**src/rtl/sel_scan4.sv**
```systemverilog
// Registered select sequencer for a downstream 4:1 mux.
// It steps through the enabled channels at a programmable rate and strobes on every change.
module sel_scan4 #(
    parameter int unsigned DIV_W = 16
) (
    input  logic             clk,
    input  logic             rst_n,
    input  logic             en,
    input  logic             hold,
    input  logic [DIV_W-1:0] div,
    input  logic [3:0]       mask,
    output logic [1:0]       s,
    output logic             stb,
    output logic             wrap,
    output logic             active
);

    logic [DIV_W-1:0] r_cnt;
    logic [1:0]       r_s;
    logic             r_stb;
    logic             r_wrap;
    logic             r_active;

    logic             w_tick;
    logic [1:0]       w_nxt;
    logic             w_found;
    logic             w_adv;

    // >= rather than == so that lowering div below the running count cannot lock up.
    assign w_tick = en && (r_cnt >= div);

    always_ff @(posedge clk or negedge rst_n) begin
        if (!rst_n) begin
            r_cnt <= '0;
        end else if (en) begin
            if (w_tick) begin
                r_cnt <= '0;
            end else begin
                r_cnt <= r_cnt + 1'b1;
            end
        end
    end

    // Search s+1 .. s+4; the current channel is considered last.
    always_comb begin
        w_nxt   = r_s;
        w_found = 1'b0;
        for (int k = 1; k <= 4; k++) begin
            if (!w_found && mask[r_s + 2'(k)]) begin
                w_nxt   = r_s + 2'(k);
                w_found = 1'b1;
            end
        end
    end

    assign w_adv = w_tick && !hold && w_found && (w_nxt != r_s);

    always_ff @(posedge clk or negedge rst_n) begin
        if (!rst_n) begin
            r_s      <= 2'd0;
            r_stb    <= 1'b0;
            r_wrap   <= 1'b0;
            r_active <= 1'b0;
        end else begin
            r_active <= |mask;
            if (w_adv) begin
                r_s    <= w_nxt;
                r_stb  <= 1'b1;
                r_wrap <= (w_nxt < r_s);
            end else begin
                r_stb  <= 1'b0;
                r_wrap <= 1'b0;
            end
        end
    end

    assign s      = r_s;
    assign stb    = r_stb;
    assign wrap   = r_wrap;
    assign active = r_active;

endmodule

```
**config.mk**
```make
export PLATFORM = sky130hd
export DESIGN_NAME = sel_scan4
export DESIGN_NICKNAME = d
export VERILOG_FILES = /design/src/rtl/sel_scan4.sv
export SDC_FILE = /design/constraint.sdc
export NUM_CORES = 1
export LEC_CHECK = 0
export CORE_MARGIN = 3
export CORE_UTILIZATION = 45
export CTS_CLUSTER_DIAMETER = 100
export DETAILED_ROUTE_END_ITERATION = 10
export HOLD_SLACK_MARGIN = 0.02
export PLACE_DENSITY = 0.71
export SETUP_SLACK_MARGIN = 0.4
export SLEW_MARGIN = 20
export SYNTH_ARGS = -nofsm -noshare
export SYNTH_HDL_FRONTEND = slang
export SYNTH_SLANG_ARGS = --single-unit
export TNS_END_PERCENT = 20
```
**constraint.sdc**
```tcl
create_clock -name clk -period 4.7 [get_ports clk]
set_input_delay 1.175 -clock clk [delete_from_list [all_inputs] [get_ports clk]]
set_output_delay 1.175 -clock clk [all_outputs]
set_load 0.02 [all_outputs]
```
== Yosys cells after proc, flatten, opt, wreduce, memory -nomap -nowiden ==
Index checks and enable logic that the tools add are counted.

* Register bits: 21
* Bits in latches: 0
* Memory bits (writable): 0
* ROM bits: 0
* Bits of input ports: 24
* Logic and storage cells: 47
* Memories kept: 0

* Add/sub/neg operators: 4
* Multipliers: 0
* Div/mod/pow operators: 0
* Magnitude comparators: 6
* Eq/ne operators: 1
* Shift-type cells: 0
* Muxes and demuxes: 19
* Bitwise gates (word level): 0
* Reductions and logical operators: 12

{| class="wikitable"
|+ Operators by type and width
! cell !! count
|-
| 16-bit by 1-bit adder with 16-bit output, second input constant || 1
|-
| 16-bit greater-or-equal comparator || 1
|-
| 16-bit 2-to-1 mux || 1
|-
| 2-bit by 3-bit < comparator with 1-bit output, second input constant || 4
|-
| 1-bit 2-to-1 mux || 10
|-
| 1-bit binary-select mux with 2-bit select || 4
|-
| 2-bit 2-to-1 mux || 4
|-
| 1-bit logical AND || 7
|-
| 2-bit adder, second input constant || 2
|-
| 1-bit zero test || 4
|-
| 4-bit OR reduction || 1
|-
| 2-bit by 1-bit adder with 2-bit output, second input constant || 1
|-
| 2-bit < comparator || 1
|-
| 2-bit != test || 1
|}

== Longest topological paths before layout ==
Gate-level depths: netlist of run 1.

* Word-level depth: 16
* Mapped depth: 10
* Depth with buffers taken out: 8

== Least setup slack after synthesis of run 1 ==
OpenSTA, ideal clock, no wires.

* Path type: input -> register
* Start point: input div[2]
* End point: register r_s[1] (netlist: s[1])
* Library setup time: 0.125 ns
* Arrival time: 2.679 ns
* Required time: 4.575 ns
* Path slack: 1.896 ns
* Stages on the path: 9
* Buffers on the path: 1
* Path through: inv_1 -> ha_1 -> a211oi_2 -> o21ai_1 -> a41oi_2 -> o21ai_2 -> and4_1 -> buf_6 -> mux2_4

* Word-level cells in the longest chain between the ends: 5

{| class="wikitable"
|+ Ends and longest elaborated chain
! what !! line !! RTL
|-
| from (decl) || 10 || <nowiki>input logic [DIV_W-1:0] div,</nowiki>
|-
| 16-bit greater-or-equal comparator || 30 || <nowiki>assign w_tick = en && (r_cnt >= div);</nowiki>
|-
| 1-bit logical AND || 30 ||
|-
| 1-bit logical AND (3 in series) || 56 || <nowiki>assign w_adv = w_tick && !hold && w_found && (w_nxt != r_s);</nowiki>
|-
| named net w_adv || 27 || <nowiki>logic w_adv;</nowiki>
|-
| to (signal assigned) || 67 || <nowiki>r_s <= w_nxt;</nowiki>
|-
| to (decl) || 19 || <nowiki>logic [1:0] r_s;</nowiki>
|}

The timed path passes the listed nets, and every way through them passes these cells.
A chain may end at the register's enable or synchronous reset.

== Worst setup path in the final report of run 1 ==
* Start point: input div[2]
* End point: register r_s[1] (netlist: s[1])

* Word-level cells in the longest chain between the ends: 5

{| class="wikitable"
|+ Ends and longest elaborated chain
! what !! line
|-
| 16-bit greater-or-equal comparator || 30
|-
| 1-bit logical AND || 30
|-
| 1-bit logical AND (3 in series) || 56
|}

No other way between the ends.

==> run summary, run 1 <==
Clk sinks - 21
CP startpoint kind - primary input
Post-route ant nets - 0
Arrival @ worst endpoint - 3.31 ns
Hold Startpoint - r_cnt[14]
GRT Overall Usage - 15.65%
Leakage - 0.8610 nW
CP max stage cell - clkdlybuf4s50_1
# setup viols final - 0
Setup bufs post-CTS - 0
Setup TNS - 0 ns
CTS clk-pin slew, worst paths - 0.11 ns
PwrDens - 251.6 nW/um^2
Average cell area after synthesis - 8.897 um^2
Die width - 62.60 um
Top cell type's share of synthesized area - 36.46%
Reg area - 525.5 um^2
Max Freq - 320.3 MHz
Fin area - 1778 um^2
Hold Path Depth - 2
FF-to-FF Start - r_cnt[2]
Worst hold path type - reg -> reg
Clock latency on the worst-skew pair - 0.30 ns
Post-synthesis instance total - 162
Mapped cell area - 1441 um^2
DRT Pass-1 Iters - 4
Yosys top cell by area - dfrtp_1
Yosys cell types - 32
Non-Filler Instances - 232
Yosys reg bits - 21
Rows - 19
Nature of the critical path endpoint - register
Final period demand of the worst path - 3.122 ns
Clock Skew - 0.01323 ns
Crit Path Category - in -> reg
Worst endpoint required time - 4.89 ns
Peak VDD IR - 0.1969 mV
Synth warnings - 0
Most frequent cells in the layout - clkdlybuf4s50_1 (28), nor2_1 (23), dfrtp_1 (21), inv_1 (19), ha_1 (19)
RSZ-0062 raised after global routing - false
GPL Wtd Cong - 0.7386
Met2 routed WL - 1.342 mm
Avg WL per Cell - 12.06 um
Routed via count - 1,186
Hold Path Sink - r_cnt[14]
Via/cell ratio - 5.112
Largest net degree at the start of global routing - 22
Crit Path Max Fanout - 6
Cts-stage hold buffer count - 0
DR DRC count - 0
Placed Cells - 228
Starting Density - 49.70%
I/O Pins - 29
Critical path's top delay family - compound AO/OA/AOI/OAI gates
WL met3 - 103 um
Vias in the first global route - 1,224
Detailed router's first-iteration violation count - 39
Final Max Slew Viols - 0
Max-slew headroom - 38.57%
Core footprint - 2900 um^2
Least-Margin Pin Slew - 0.9186 ns
First-pass GRT wire length - 5.106 mm
R2R Path End - s[1]
Post-cts repair resize count - 0
Hold slack - 0.5942 ns
Post-DP HPWL - 2.287 mm
Post-synth EDFFs - 0
Status - completed
Max Root-Sink Buffers - 2
I/O Buffers - 28
Most common cell after layout, fill and taps aside - clkdlybuf4s50_1
Layout cells sized above 1 - 5.263%
Ys async rst share - 100.0%
R2R depth - 7
CP bufs+invs - 2
Routed WL - 2.799 mm
Root Driver - clkbuf_4
Htree depth - 1
CP peak stage delay - 0.46 ns
Reg2reg setup slack - 2.46 ns
Antenna Diode Count - 0
Antenna violations before repair - 0
Final WS setup - 1.578 ns
Final Hold Fails - 0
Syn Nets - 205
DP Area - 1750 um^2
Area grow syn2layout - 23.35%
Fill cell count - 274
Die height - 62.60 um
Place WS - 1.242 ns
CTS tree - done
Register area share after synthesis - 36.46%
Dominant cells by area after synthesis - dfrtp_1 (36%), ha_1 (16%), nor2_1 (6.0%), xor2_1 (5.5%), inv_1 (4.9%)
Crit-path cells - clkdlybuf4s50_1, inv_1, ha_1, nand2_1, o21ai_1, a41oi_2, o21ai_2, and4_1, mux2_4
Period utilization - 66.42%
Gr ovfl total - 0
Core Util, Final - 61.30%
Top layer in use - met4
Die area - 3918 um^2
M1 WL - 1.340 mm
Predominant post-synthesis flop cell - dfrtp_1
Total power draw - 0.4474 mW
MaxCap Viol Count - 0
TritonCTS Buffers - 3
Fin nets - 234
Multi-input gate area - 820.8 um^2
final cells by class:
type                       count  share of cell area [%]
multi-input combinational    118                   46.16
sequential                    21                   29.56
timing repair buffer          28                   15.76
inverter                      19                   4.011
tap                           42                   2.956
clock buffer                   3                   1.267
clock inverter                 1                  0.2815
cell usage after synthesis (2+ instances only):
library cell,instances
dfrtp_1,21
inv_1,19
a21oi_1,9
o21ai_1,2
ha_1,19
and3_1,2
nor2b_1,3
nor2_1,23
nor3_1,3
xnor2_1,4
and4_1,2
xor2_1,9
clkbuf_1,2
o21ai_0,3
mux2i_1,2
nand4_1,4
nand2_1,15
nand3_1,6
flip-flops by register name (all words and copies together) (netlist names):
signal,cells
active,1
r_cnt,16
s,2
stb,1
wrap,1
logic make-up (layout without fill, tap and decap cells):
group	count (synthesis)	in the layout	synth area share, %
AND/OR/NAND/NOR	62	62	20.57
buffers and inverters	23	51	6.597
AO/OA/AOI/OAI	21	21	9.549
flip-flops	21	21	36.46
adder cells (fa/ha/maj)	19	19	16.49
XOR/XNOR	13	13	7.899
multiplexers	3	3	2.430
how the worst max path moves through the flow:
stage / cells past startpoint / endpoint / start
3_3_place_gp: 9 / s[1] / div[2]
6_report: 9 / s[1] / div[2]
5_1_grt: 9 / s[1] / div[2]
3_5_place_dp: 9 / s[1] / div[2]
2_1_floorplan: 9 / s[1] / div[2]
4_1_cts: 9 / s[1] / div[2]
metal layers:
layer  vias to the layer above  track usage (%)
met4                         0            4.132
met2                        20            28.10
met5                         -                0
met1                       560            19.00
li1                        604                -
met3                         2            3.058
tightest hold or removal path, stage by stage, from the launching register on:
cell     delay, ns
dfrtp_1       0.41
xor2_1        0.08
nor2_1        0.07
power breakdown:
group / leakage, nW / switching [mW] / total, mW / internal (mW)
clock network: 0.0177 / 0.0538 / 0.0855 / 0.0317
registers: 0.274 / 0.0281 / 0.231 / 0.203
logic: 0.569 / 0.0636 / 0.131 / 0.0673
total: 0.861 / 0.145 / 0.447 / 0.302
Power figures use the tool's default switching activity.
==> inputs of run 2 (changes only) <==
Settings changed: PLACE_DENSITY 0.71 to 0.74.
Clock period 4.7 ns to 2.6 ns, I/O delays scaled along.
==> run summary, run 2 (same netlist as run 1, synthesis figures left out) <==
Status - completed
Nature of the critical path endpoint - register
Antenna Diode Count - 0
Switch Pwr - 0.3086 mW
# setup viols final - 0
TritonCTS Buffers - 3
Leakage - 0.9696 nW
Placed Cells - 236
I/O Buffers - 28
CTS tree - done
Final Hold Fails - 0
Avg WL per Cell - 13.81 um
Detailed router's first-iteration violation count - 103
Least-Margin Pin Slew - 0.3412 ns
I/O Pins - 29
Peak VDD IR - 0.2899 mV
Antenna violations before repair - 0
First-pass GRT wire length - 5.706 mm
Clock Skew - 0.005462 ns
Die height - 62.60 um
Period utilization - 83.84%
MaxCap Viol Count - 0
GPL Wtd Cong - 0.8020
Final WS setup - 0.4200 ns
DR DRC count - 0
Hold slack - 0.5984 ns
Routed via count - 1,274
GRT met3 Usage - 5.216%
Met2 Resource Use GR - 32.09%
Switching Fraction - 34.17%
Post-route ant nets - 0
Max-slew headroom - 77.17%
Worst endpoint required time - 2.81 ns
Fin nets - 250
Crit Path Max Fanout - 8
Clk sinks - 21
Htree depth - 1
Core footprint - 2900 um^2
Clock latency on the worst-skew pair - 0.31 ns
Max FFs per register - 16
PwrDens - 439.0 nW/um^2
RSZ-0062 raised after global routing - false
Via/cell ratio - 5.137
Rows - 19
Layout cells sized above 1 - 29.13%
Starting Density - 49.70%
Most frequent cells in the layout - nor2_1 (20), dfrtp_1 (20), dlygate4sd2_1 (17), buf_4 (15), nand2_1 (14)
GRT Overall Usage - 18.02%
CP startpoint kind - register
Gr ovfl total - 0
Total power draw - 0.9031 mW
Die area - 3918 um^2
Max Root-Sink Buffers - 2
Clock power frac - 18.3%
Routed WL - 3.425 mm
Final period demand of the worst path - 2.180 ns
Cts-stage hold buffer count - 0
Non-Filler Instances - 248
Post-DP HPWL - 2.366 mm
Flop pwr share - 47.7%
Grt met1 use - 20.95%
Vias in the first global route - 1,353
Place WS - -0.1426 ns
Area grow syn2layout - 42.71%
Arrival @ worst endpoint - 2.39 ns
Final Max Slew Viols - 0
Max Freq - 458.7 MHz
GR peak layer - met2
CTS clk-pin slew, worst paths - 0.12 ns
Largest net degree at the start of global routing - 22
Worst hold path type - reg -> reg
Crit Path Category - reg -> reg
Core Util, Final - 70.92%
Largest Register - r_cnt
Root Driver - clkbuf_4
Cell-internal power - 0.5944 mW
Die width - 62.60 um
Combinational fraction of design power - 34.0%
DRT Pass-1 Iters - 4
==> run 2: cell type report <==
| class | count | area, um^2 |
|---|---|---|
| multi-input combinational | 119 | 1003 |
| fill | 233 | 843.3 |
| sequential | 21 | 526.8 |
| timing repair buffer | 43 | 376.6 |
| inverter | 19 | 71.32 |
| tap | 42 | 52.55 |
| clock buffer | 4 | 26.28 |
==> run 2: path summary, 6_finish.rpt <==
check	cells after the start	from	endpoint	slack, ns
worst max-delay path	8	s[1]	s[1]	0.42
worst max register to register	8	s[1]	s[1]	0.42
worst min-delay path	2	r_cnt[1]	r_cnt[1]	0.60
worst min register to register	2	r_cnt[1]	r_cnt[1]	0.60
min in group asynchronous	2	rst_n	r_cnt[7]	0.67
max in group asynchronous	2	rst_n	s[1]	1.70
==> run 2: power groups by stage <==
stage / clock network [mW] / logic, mW / registers [mW]
global route: 0.183 / 0.349 / 0.439
CTS: 0.168 / 0.305 / 0.431
floorplan: 0 / 0.165 / 0.416
finish: 0.165 / 0.307 / 0.431
global placement: 0 / 0.245 / 0.426
detailed placement: 0 / 0.264 / 0.430
==> run 2: through the flow <==
step	instance area [um^2]	TNS, ns
2_1_floorplan	1490	0
3_3_place_gp	1849	-0.4236
3_5_place_dp	1849	-1.635
4_1_cts	1993	0
5_1_grt	2057	0
6_report	2057	0
==> run 2: routing by layer <==
layer	vias to the layer above	wire length, um	part of all wire, %
met2	30	1675	49
met3	9	140	4.1
met5	-	0	0
met4	0	65	1.9
li1	633	-	-
met1	602	1544	45
==> run 2: critical path, cell delays in order (launching register included) <==
cell	delay, ns
dfrtp_2	0.48
inv_1	0.10
nand2_1	0.09
a32o_2	0.29
a21oi_2	0.13
ha_1	0.25
a21oi_1	0.18
and4_4	0.26
mux2_4	0.30
==> run 2: timing repair <==
action,CTS,global route
cloned,0,1
pin swaps,28,3
gates resized for setup,41,12
buffers inserted,6,1
setup endpoints to repair,17,16
==> inputs of run 3 (changes only) <==
Settings changed: PLACE_DENSITY 0.74 to 0.71.
Clock period 2.6 ns to 2.1 ns, I/O delays scaled along.
==> run summary, run 3 (same netlist as run 1, synthesis figures left out) <==
GRT Overall Usage - 19.76%
Via/cell ratio - 5.155
Worst endpoint required time - 2.31 ns
Antenna violations before repair - 0
CTS tree - done
Avg WL per Cell - 13.56 um
Most frequent cells in the layout - buf_4 (21), nor2_1 (20), dfrtp_1 (16), dlygate4sd2_1 (16), nand2_1 (13)
Final WS setup - 0.02669 ns
DRT Pass-1 Iters - 4
GPL Wtd Cong - 0.7912
Crit Path Max Fanout - 7
Rows - 19
Final Hold Fails - 0
I/O Buffers - 28
Htree depth - 1
Post-route ant nets - 0
Met2 routed WL - 1.812 mm
PwrDens - 511.0 nW/um^2
Arrival @ worst endpoint - 2.28 ns
Die width - 62.60 um
Antenna Diode Count - 0
Root Driver - clkbuf_4
Nature of the critical path endpoint - register
Top layer in use - met4
Max FFs per register - 16
Post-DP HPWL - 2.460 mm
Hold slack - 0.5470 ns
Status - completed
Final Max Slew Viols - 0
Largest net degree at the start of global routing - 22
Gr ovfl total - 0
Cts-stage hold buffer count - 0
Clock Skew - 0.001802 ns
# setup viols final - 0
CP startpoint kind - register
Largest Register - r_cnt
Routed WL - 3.499 mm
DR DRC count - 0
MaxCap Viol Count - 0
Die area - 3918 um^2
Detailed router's first-iteration violation count - 58
Max Freq - 482.3 MHz
Area grow syn2layout - 51.74%
First-pass GRT wire length - 6.361 mm
Max Root-Sink Buffers - 2
Starting Density - 49.70%
Place WS - -0.4628 ns
Peak VDD IR - 0.5161 mV
Fin nets - 260
TritonCTS Buffers - 3
Final period demand of the worst path - 2.073 ns
WL met3 - 121 um
I/O Pins - 29
Most common cell after layout, fill and taps aside - buf_4
RSZ-0062 raised after global routing - true
Core footprint - 2900 um^2
Clock latency on the worst-skew pair - 0.31 ns
Clk sinks - 21
Placed Cells - 242
M1 WL - 1.510 mm
Routed via count - 1,330
Die height - 62.60 um
Total power draw - 1.118 mW
Vias in the first global route - 1,457
Crit Path Category - reg -> reg
Non-Filler Instances - 258
CTS clk-pin slew, worst paths - 0.12 ns
Leakage - 1.015 nW
Layout cells sized above 1 - 36.57%
Worst hold path type - in -> async
Core Util, Final - 75.41%
Least-Margin Pin Slew - 0.2711 ns
Max-slew headroom - 81.93%
Period utilization - 98.73%
[run 3: path summary, 6_finish.rpt]
path / startpoint / endpoint / slack [ns] / cells after the start
max reg2reg: s[1] / s[1] / 0.03 / 7
min in group clk: r_cnt[0] / r_cnt[0] / 0.59 / 3
min: rst_n / r_cnt[9] / 0.55 / 2
max in group asynchronous: rst_n / r_cnt[2] / 1.32 / 2
max: s[1] / s[1] / 0.03 / 7
min reg2reg: r_cnt[0] / r_cnt[0] / 0.59 / 3
[run 3: per-stage QoR]
stage,area [um^2],setup TNS [ns]
floorplan,1508,0
global placement,1912,-7.162
detailed placement,1912,-7.806
CTS,2085,0
global route,2187,-0.06424
finish,2187,0
[run 3: layer usage]
layer  vias up  track usage, %
li1        660               -
met1       633           23.60
met2        27           35.55
met3        10           4.317
met4         0           5.234
met5         -               0
[run 3: critical path: stages, from the launching register on]
cell and delay, ns:
dfrtp_2 0.50, mux2i_1 0.27, a32o_1 0.18, a21oi_2 0.05, ha_1 0.31, a21oi_1 0.13, and4_4 0.24, mux2_4 0.30
[run 3: final cells by class]
cell class / instances / area (um^2)
sequential: 21 / 531.8
clock buffer: 4 / 26.28
tap: 42 / 52.55
fill: 230 / 713.2
timing repair buffer: 53 / 467.9
multi-input combinational: 119 / 1035
inverter: 19 / 73.82
[run 3: report_power, final]
part           internal (mW)  switching [mW]
registers              0.456          0.0653
logic                  0.209           0.183
clock network         0.0743           0.130
[run 3: repair_timing]
action | CTS | global route
pin swaps | 38 | 10
setup endpoints to repair | 25 | 25
buffers inserted | 6 | 5
resized for setup | 50 | 19
gates cloned | 1 | 0
